**config.mk**
```make
export PLATFORM = sky130hd
export DESIGN_NAME = inst_data_arbiter
export DESIGN_NICKNAME = d
export VERILOG_FILES = /design/src/rtl/inst_data_arbiter.sv
export SDC_FILE = /design/constraint.sdc
export NUM_CORES = 1
export LEC_CHECK = 0
export BUFFER_PORTS_ARGS = -buffer_cell sky130_fd_sc_hd__buf_2
export CELL_PAD_IN_SITES_DETAIL_PLACEMENT = 1
export CELL_PAD_IN_SITES_GLOBAL_PLACEMENT = 2
export CORE_AREA = 2 2 161 116
export CTS_BUF_LIST = sky130_fd_sc_hd__clkbuf_8
export CTS_CLUSTER_SIZE = 25
export DETAILED_ROUTE_END_ITERATION = 6
export DIE_AREA = 0 0 163 118
export PLACE_DENSITY = 0.88
export SYNTH_ARGS = -nofsm -noshare
export SYNTH_HDL_FRONTEND = slang
export SYNTH_SLANG_ARGS = --single-unit
export TNS_END_PERCENT = 50
```
**constraint.sdc**
```tcl
create_clock -name clk -period 3 [get_ports clk]
set_clock_uncertainty 0.2 [all_clocks]
set_input_delay 0.45 -clock clk [delete_from_list [all_inputs] [get_ports clk]]
set_output_delay 0.45 -clock clk [all_outputs]
set_load 0.05 [all_outputs]
```
**src/rtl/inst_data_arbiter.sv**
```systemverilog
// Arbitrates the fetch and mem-stage requests onto a single address/data handshake bus.
// Only one bus transaction is ever outstanding, and it always runs to completion.
module inst_data_arbiter #(
    parameter bit DATA_FIRST = 1'b1
) (
    input  logic        clk,
    input  logic        rst,
    input  logic        inst_en,
    input  logic [31:0] inst_addr,
    input  logic        data_en,
    input  logic [3:0]  data_wen,
    input  logic [31:0] data_addr,
    input  logic [31:0] data_wdata,
    input  logic        longest_stall,
    output logic [31:0] inst_rdata,
    output logic [31:0] data_rdata,
    output logic        i_stall,
    output logic        d_stall,
    output logic        bus_req,
    output logic        bus_wr,
    output logic [3:0]  bus_wstrb,
    output logic [31:0] bus_addr,
    output logic [31:0] bus_wdata,
    input  logic        bus_addr_ok,
    input  logic        bus_data_ok,
    input  logic [31:0] bus_rdata
);
    typedef enum logic [2:0] {IDLE, D_ADDR, D_DATA, I_ADDR, I_DATA} state_t;

    state_t state;
    logic   inst_done, data_done;
    logic   inst_pend, data_pend, pick_data;

    assign inst_pend = inst_en & ~inst_done;
    assign data_pend = data_en & ~data_done;
    assign i_stall   = inst_pend;
    assign d_stall   = data_pend;
    assign pick_data = data_pend & (DATA_FIRST | ~inst_pend);

    always_ff @(posedge clk or negedge rst) begin
        if (!rst) begin
            state      <= IDLE;
            bus_req    <= 1'b0;
            bus_wr     <= 1'b0;
            bus_wstrb  <= 4'd0;
            bus_addr   <= 32'd0;
            bus_wdata  <= 32'd0;
            inst_rdata <= 32'd0;
            data_rdata <= 32'd0;
            inst_done  <= 1'b0;
            data_done  <= 1'b0;
        end else begin
            case (state)
                IDLE: begin
                    if (pick_data) begin
                        state     <= D_ADDR;
                        bus_req   <= 1'b1;
                        bus_wr    <= |data_wen;
                        bus_wstrb <= data_wen;
                        bus_addr  <= data_addr;
                        bus_wdata <= data_wdata;
                    end else if (inst_pend) begin
                        state     <= I_ADDR;
                        bus_req   <= 1'b1;
                        bus_wr    <= 1'b0;
                        bus_wstrb <= 4'd0;
                        bus_addr  <= inst_addr;
                        bus_wdata <= 32'd0;
                    end
                end
                // data_ok during an address phase belongs to nobody and is dropped
                D_ADDR: if (bus_addr_ok) begin
                    state   <= D_DATA;
                    bus_req <= 1'b0;
                end
                D_DATA: if (bus_data_ok) begin
                    state     <= IDLE;
                    data_done <= 1'b1;
                    if (!bus_wr) data_rdata <= bus_rdata;
                end
                I_ADDR: if (bus_addr_ok) begin
                    state   <= I_DATA;
                    bus_req <= 1'b0;
                end
                I_DATA: if (bus_data_ok) begin
                    state      <= IDLE;
                    inst_done  <= 1'b1;
                    inst_rdata <= bus_rdata;
                end
                default: state <= IDLE;
            endcase
            // Once the pipeline moves, both requesters may issue fresh accesses.
            if (!longest_stall) begin
                inst_done <= 1'b0;
                data_done <= 1'b0;
            end
        end
    end
endmodule
```
# ---- Yosys cells after proc, flatten, opt, wreduce, memory -nomap -nowiden
# Index checks and enable logic that the tools add are counted.
# W data, S select, Z words.
dict set report totals {
  regBits 139
  latch_bits 0
  mem_bits_rw 0
  mem_bits_ro 0
  out_inout_bits 136
  wordCells 63
  n_memories 0
}
dict set report classes {
  addsub 0
  n_mul 0
  n_div 0
  magnitude_cmp 0
  n_eq_ne 12
  shift 0
  muxes 23
  bitwise 5
  n_reduce_logical 13
}
# op count
set op_table {}
lappend op_table {{$mux W32} 4}
lappend op_table {{$mux W3} 5}
lappend op_table {{$pmux W3 S4} 1}
lappend op_table {{$mux W1} 10}
lappend op_table {{$ne A2 B1 Y1 const B} 5}
lappend op_table {{$mux W4} 2}
lappend op_table {{$reduce_and A2 Y1} 4}
lappend op_table {{$eq A3 B2 Y1 const B} 2}
lappend op_table {{$reduce_and A3 Y1} 2}
lappend op_table {{$ne A2 B2 Y1 const B} 2}
lappend op_table {{$reduce_and A4 Y1} 1}
lappend op_table {{$reduce_bool A2 Y1} 2}
lappend op_table {{$reduce_or A2 Y1} 2}
lappend op_table {{$reduce_or A4 Y1} 1}
lappend op_table {{$eq A3 B1 Y1 const B} 1}
lappend op_table {{$eq A3 B3 Y1 const B} 1}
lappend op_table {{$logic_not A3 Y1} 1}
lappend op_table {{$ne A3 B3 Y1 const B} 1}
lappend op_table {{$not A1 Y1} 3}
lappend op_table {{$and A1 B1 Y1} 2}
lappend op_table {{$pmux W1 S2} 1}

# ---- Depth between registers and ports, before layout
dict set report depth {
  ltp_word 5
  ltp_mapped 7
  mapped_depth_nobuf 4
}

# ---- Worst setup path before layout
# Ideal clock, no wire load.
dict set report synth_path {
  path_kind {in2reg}
  startpoint {in inst_en}
  endpoint {reg bus_addr[0]}
  setup_ns 0.128
  t_arrival_ns 1.948
  required_ns 2.672
  slack_ns 0.725
  path_stages 4
  path_buffers 1
  path_cell_list {nor2b_1 > o21ai_4 > buf_4 > mux2_1}
}
dict set report synth_between {
  elab_chain_cells 3
}
# item line
set synth_lines {}
lappend synth_lines {{from (decl)} 8} ;# input logic inst_en,
lappend synth_lines {{$and A1 B1 Y1} 34} ;# assign inst_pend = inst_en & ~inst_done;
lappend synth_lines {{$reduce_bool A2 Y1 (no source line)} -}
lappend synth_lines {{$reduce_and A2 Y1 (no source line)} -}
lappend synth_lines {{to (signal assigned)} 60} ;# bus_addr <= data_addr;
lappend synth_lines {{to (signal assigned)} 67} ;# bus_addr <= inst_addr;
lappend synth_lines {{to (decl)} 22} ;# output logic [31:0] bus_addr,
# No other way between the ends.
# A chain may end at the register's enable or synchronous reset.

# ---- Worst setup path after layout
dict set report layout_path {
  startpoint {reg inst_done}
  endpoint {out i_stall}
}
dict set report layout_between {
  elab_chain_cells 2
}
# item line
set layout_lines {}
lappend layout_lines {{from (decl)} 31} ;# logic inst_done, data_done;
lappend layout_lines {{from (signal assigned)} 50} ;# inst_done <= 1'b0;
lappend layout_lines {{from (signal assigned)} 87} ;# inst_done <= 1'b1;
lappend layout_lines {{from (signal assigned)} 94} ;# inst_done <= 1'b0;
lappend layout_lines {{$not A1 Y1} 34}
lappend layout_lines {{$and A1 B1 Y1} 34}
lappend layout_lines {{to (decl)} 17} ;# output logic i_stall,
# No other way between the ends.

==> impl_metrics.csv <==
group,metric,value,unit
synthesis,synth.ff_latch_count,139,
clock_network,cts-buffers-inserted,17,
timing,maxSlewViolCount,0,
grt,via_count_of_the_first_global_routing_pass,4649,
clock_network,cts-htree-levels,4,
cells_and_area,syn2layout_area_growth,37.4,%
clock_network,cts-root-buf,"sky130_fd_sc_hd__clkbuf_8",
worst_setup_path,critical-path-max-stage-delay,0.40,ns
worst_setup_path,crit_family,"flip-flops",
synthesis,synth.area.top_cells,"sky130_fd_sc_hd__dfrtp_1 61%, sky130_fd_sc_hd__mux2_2 18%, sky130_fd_sc_hd__mux2_4 7.6%",
worst_setup_path,critPathBufInv,1,
floorplanning,number_of_ports_placed_on_the_die_boundary,275,
placement,place_hpwl,11700,um
cells_and_area,final_core_utilization,44.4,%
synthesis,synth-edff-count,0,
power_and_ir_drop,power-per-cell-area,1340,nW/um2
worst_setup_path,worstPathCellList,"nor2b_1, buf_2",
worst_setup_path,critPathRequiredTime,2.35,ns
run_status,status,"finished, final reports clean",
worst_setup_path,timing.critical_path.from,"inst_done",
detailed_routing,initial_drc_count,149,
synthesis,post_synth_fa_ha_maj_area_fraction,0,%
timing,timing_worst_slew_pin_value,0.529,ns
synthesis,main_combinational_cell_family_by_area_after_synthesis,"multiplexers",
timing,finalHoldViolations,0,
power_and_ir_drop,total_power,10500,uW
detailed_routing,antenna_violating_nets_post_route,0,
clock_network,tritoncts_num_sinks,139,
timing,achievable-frequency,461,MHz
worst_setup_path,timing.critical_path.fanout_max,4,
worst_setup_path,rr_startpoint,"state[0]",
synthesis,synth_warnings,0,
detailed_routing,drc_errors,0,
placement,finalWeightedCongestion,0.811,
synthesis,yosys.cell_count.top_type,"sky130_fd_sc_hd__dfrtp_1",
floorplanning,area_of_the_core,17700,um2
clock_network,worst_setup_hold_path_clk_slew,0.08,ns
worst_setup_path,slowest_stage,"sky130_fd_sc_hd__dfrtp_1",
synthesis,synth.top_cell.area_share,60.8,%
grt,global_route_wire_length_before_repair,25300,um
clock_network,clock_tree.buffer_depth,2,
detailed_routing,routedWlPerCell,17.8,um
grt,grt_start_max_net_pins,61,
detailed_routing,drtPass1Iterations,4,
timing,min_period_over_period,72.3,%
power_and_ir_drop,vdd_drop_max,0.633,mV
clock_network,post_cts_resized,0,
cells_and_area,seq_area,3480,um2
synthesis,synth-compound-area-share,6.95,%
detailed_routing,vias,4157,
floorplanning,placement_rows,41,
cells_and_area,num-nets-final,797,
floorplanning,die_height,118,um
floorplanning,dieWidth,163,um
synthesis,cell_taking_the_most_area_after_synthesis,"sky130_fd_sc_hd__dfrtp_1",
floorplanning,die_area,19200,um2
placement,portBuffers,274,
cells_and_area,fillerInstances,1934,
grt,grtUsageTotal,17.2,%
worst_setup_path,worst_setup_path_end_kind,"output pin",
run,max_capacitance_violation_count,0,
worst_setup_path,path_class,"reg -> out",
detailed_routing,top_sig_layer,"met4",
timing,fin_ws,0.832,ns
clock_network,clock_latency,0.44,ns
detailed_routing,detail_route.wirelength.met1,6540,um
placement,dp_worst_setup_slack,0.869,ns
synthesis,cell_count_after_synthesis,356,
detailed_routing,detailroute.wirelength.met3,1120,um
synthesis,syn-mean-instance-area,16.1,um2
timing,setup_violations,0,
grt,grt_antenna_before_repair,0,
timing,rsz_0062_raised_after_global_routing,"no",
timing,timing.final.crit_period,2.17,ns
timing,max-slew-margin-rel,64.7,%
synthesis,synth_async_sr_flop_share,100,%
cells_and_area,multi_input_comb_area,2060,um2
hold_path,timing.hold.worst.start,"longest_stall",
synthesis,synth_area,5720,um2
synthesis,synth.yosys.seq_area_share,60.8,%
detailed_routing,wl_met2,8080,um
synthesis,synth_simple_gate_area_share,1.88,%
detailed_routing,routed_via_density,4.59,
synthesis,synth_mux_area_share,27.1,%
synthesis,syn-num-nets,495,
timing,setup_tns,0,ns
hold_path,min_path_type,"in -> reg",
worst_setup_path,timing.critical_path.from_type,"flip-flop",
clock_network,tritoncts,"built",
synthesis,synth-main-ff-cell,"sky130_fd_sc_hd__dfrtp_1",
worst_setup_path,cp_data_arrival_time,1.52,ns
cells_and_area,final_layout_size_suffix_gt1_share,65.3,%
synthesis,yosys.area_share.xor_xnor,0,%
floorplanning,floorplan.initialDensity,32.3,%
power_and_ir_drop,static-leakage-power,0.00399,uW
cells_and_area,insertedDiodeCount,0,
synthesis,yosys-top-cells-count,"139 x sky130_fd_sc_hd__dfrtp_1, 90 x sky130_fd_sc_hd__mux2_2, 37 x sky130_fd_sc_hd__a22o_1",
detailed_routing,detailed_route_wire_length,16100,um
synthesis,ys_types,28,
grt,globalRouteOverflowTotal,0,
timing,whs,0.0325,ns
[layout by cell type, fill, tap and decap left out, drive strengths merged, types with 2 or more instances in the layout]
cell type and n:
a22o 37, buf 283, clkbuf 20, clkinv 7, clkinvlp 2, dfrtp 139, dlygate4sd3 22, inv 4
mux2 128, nand2 3, nand2b 4, nor2 3, nor3 2, o21a 2, o21ai 4
[logic make-up (layout without fill, tap and decap cells)]
kind of cell / Yosys count / after routing
flops: 139 / 139
mux: 128 / 128
compound gates: 47 / 47
buf+inv: 25 / 338
simple gates: 17 / 17
[power by group]
part	switching, uW	leakage, uW	internal, uW	total (uW)
sequential	548	0.00172	2760	3310
clock	726	0.000177	628	1350
combinational	4150	0.00210	1720	5870
[flip-flops by register name (all words and copies together) (netlist names)]
name,flops
inst_done,1
data_rdata,32
bus_wdata,32
data_done,1
bus_req,1
state,3
bus_addr,32
bus_wr,1
inst_rdata,32
bus_wstrb,4
[worst register-to-register path, cell delays in order, from the launching register on]
cell and delay (ns):
sky130_fd_sc_hd__dfrtp_1 0.47, sky130_fd_sc_hd__nor2_1 0.18, sky130_fd_sc_hd__and3_2 0.51, sky130_fd_sc_hd__buf_4 0.33
sky130_fd_sc_hd__mux2_2 0.36
[path summary, 6_finish.rpt]
check | end | slack (ns) | cells after the start
setup / recovery | i_stall | 0.83 | 2
hold / removal | inst_done | 0.03 | 2
setup reg to reg | inst_rdata[1] | 0.85 | 4
hold reg to reg | data_done | 0.30 | 1
max in group asynchronous | bus_addr[0] | 1.44 | 3
min in group asynchronous | bus_wdata[13] | 0.34 | 2
[final cells by class]
class                           count  area share (%)
Sequential cell                   139            44.2
Clock inverter                     10           0.891
Inverter                            3           0.143
Multi-Input combinational cell    192            26.2
Clock buffer                       20            3.50
Timing Repair Buffer              305            21.3
Tap cell                          236            3.75
[stage by stage]
stage	cell area [um2]	cells
after global routing	7870	905
after detailed placement	7300	853
after CTS	7840	902
final	7870	905
after global placement	7300	853
after floorplan	5720	356
[what timing repair did]
item / in CTS / in global routing
endpoints found under the hold margin: 68 / 3
hold buffers: 19 / 3
setup buffers: 0 / 0
[routing by layer]
layer,vias to the layer above,GRT usage [%]
met3,27,5.04
met4,0,6.91
met5,-,0
met1,2068,20.2
met2,169,29.3
li1,1893,-
Note: power is estimated with default switching activity, not from simulation.
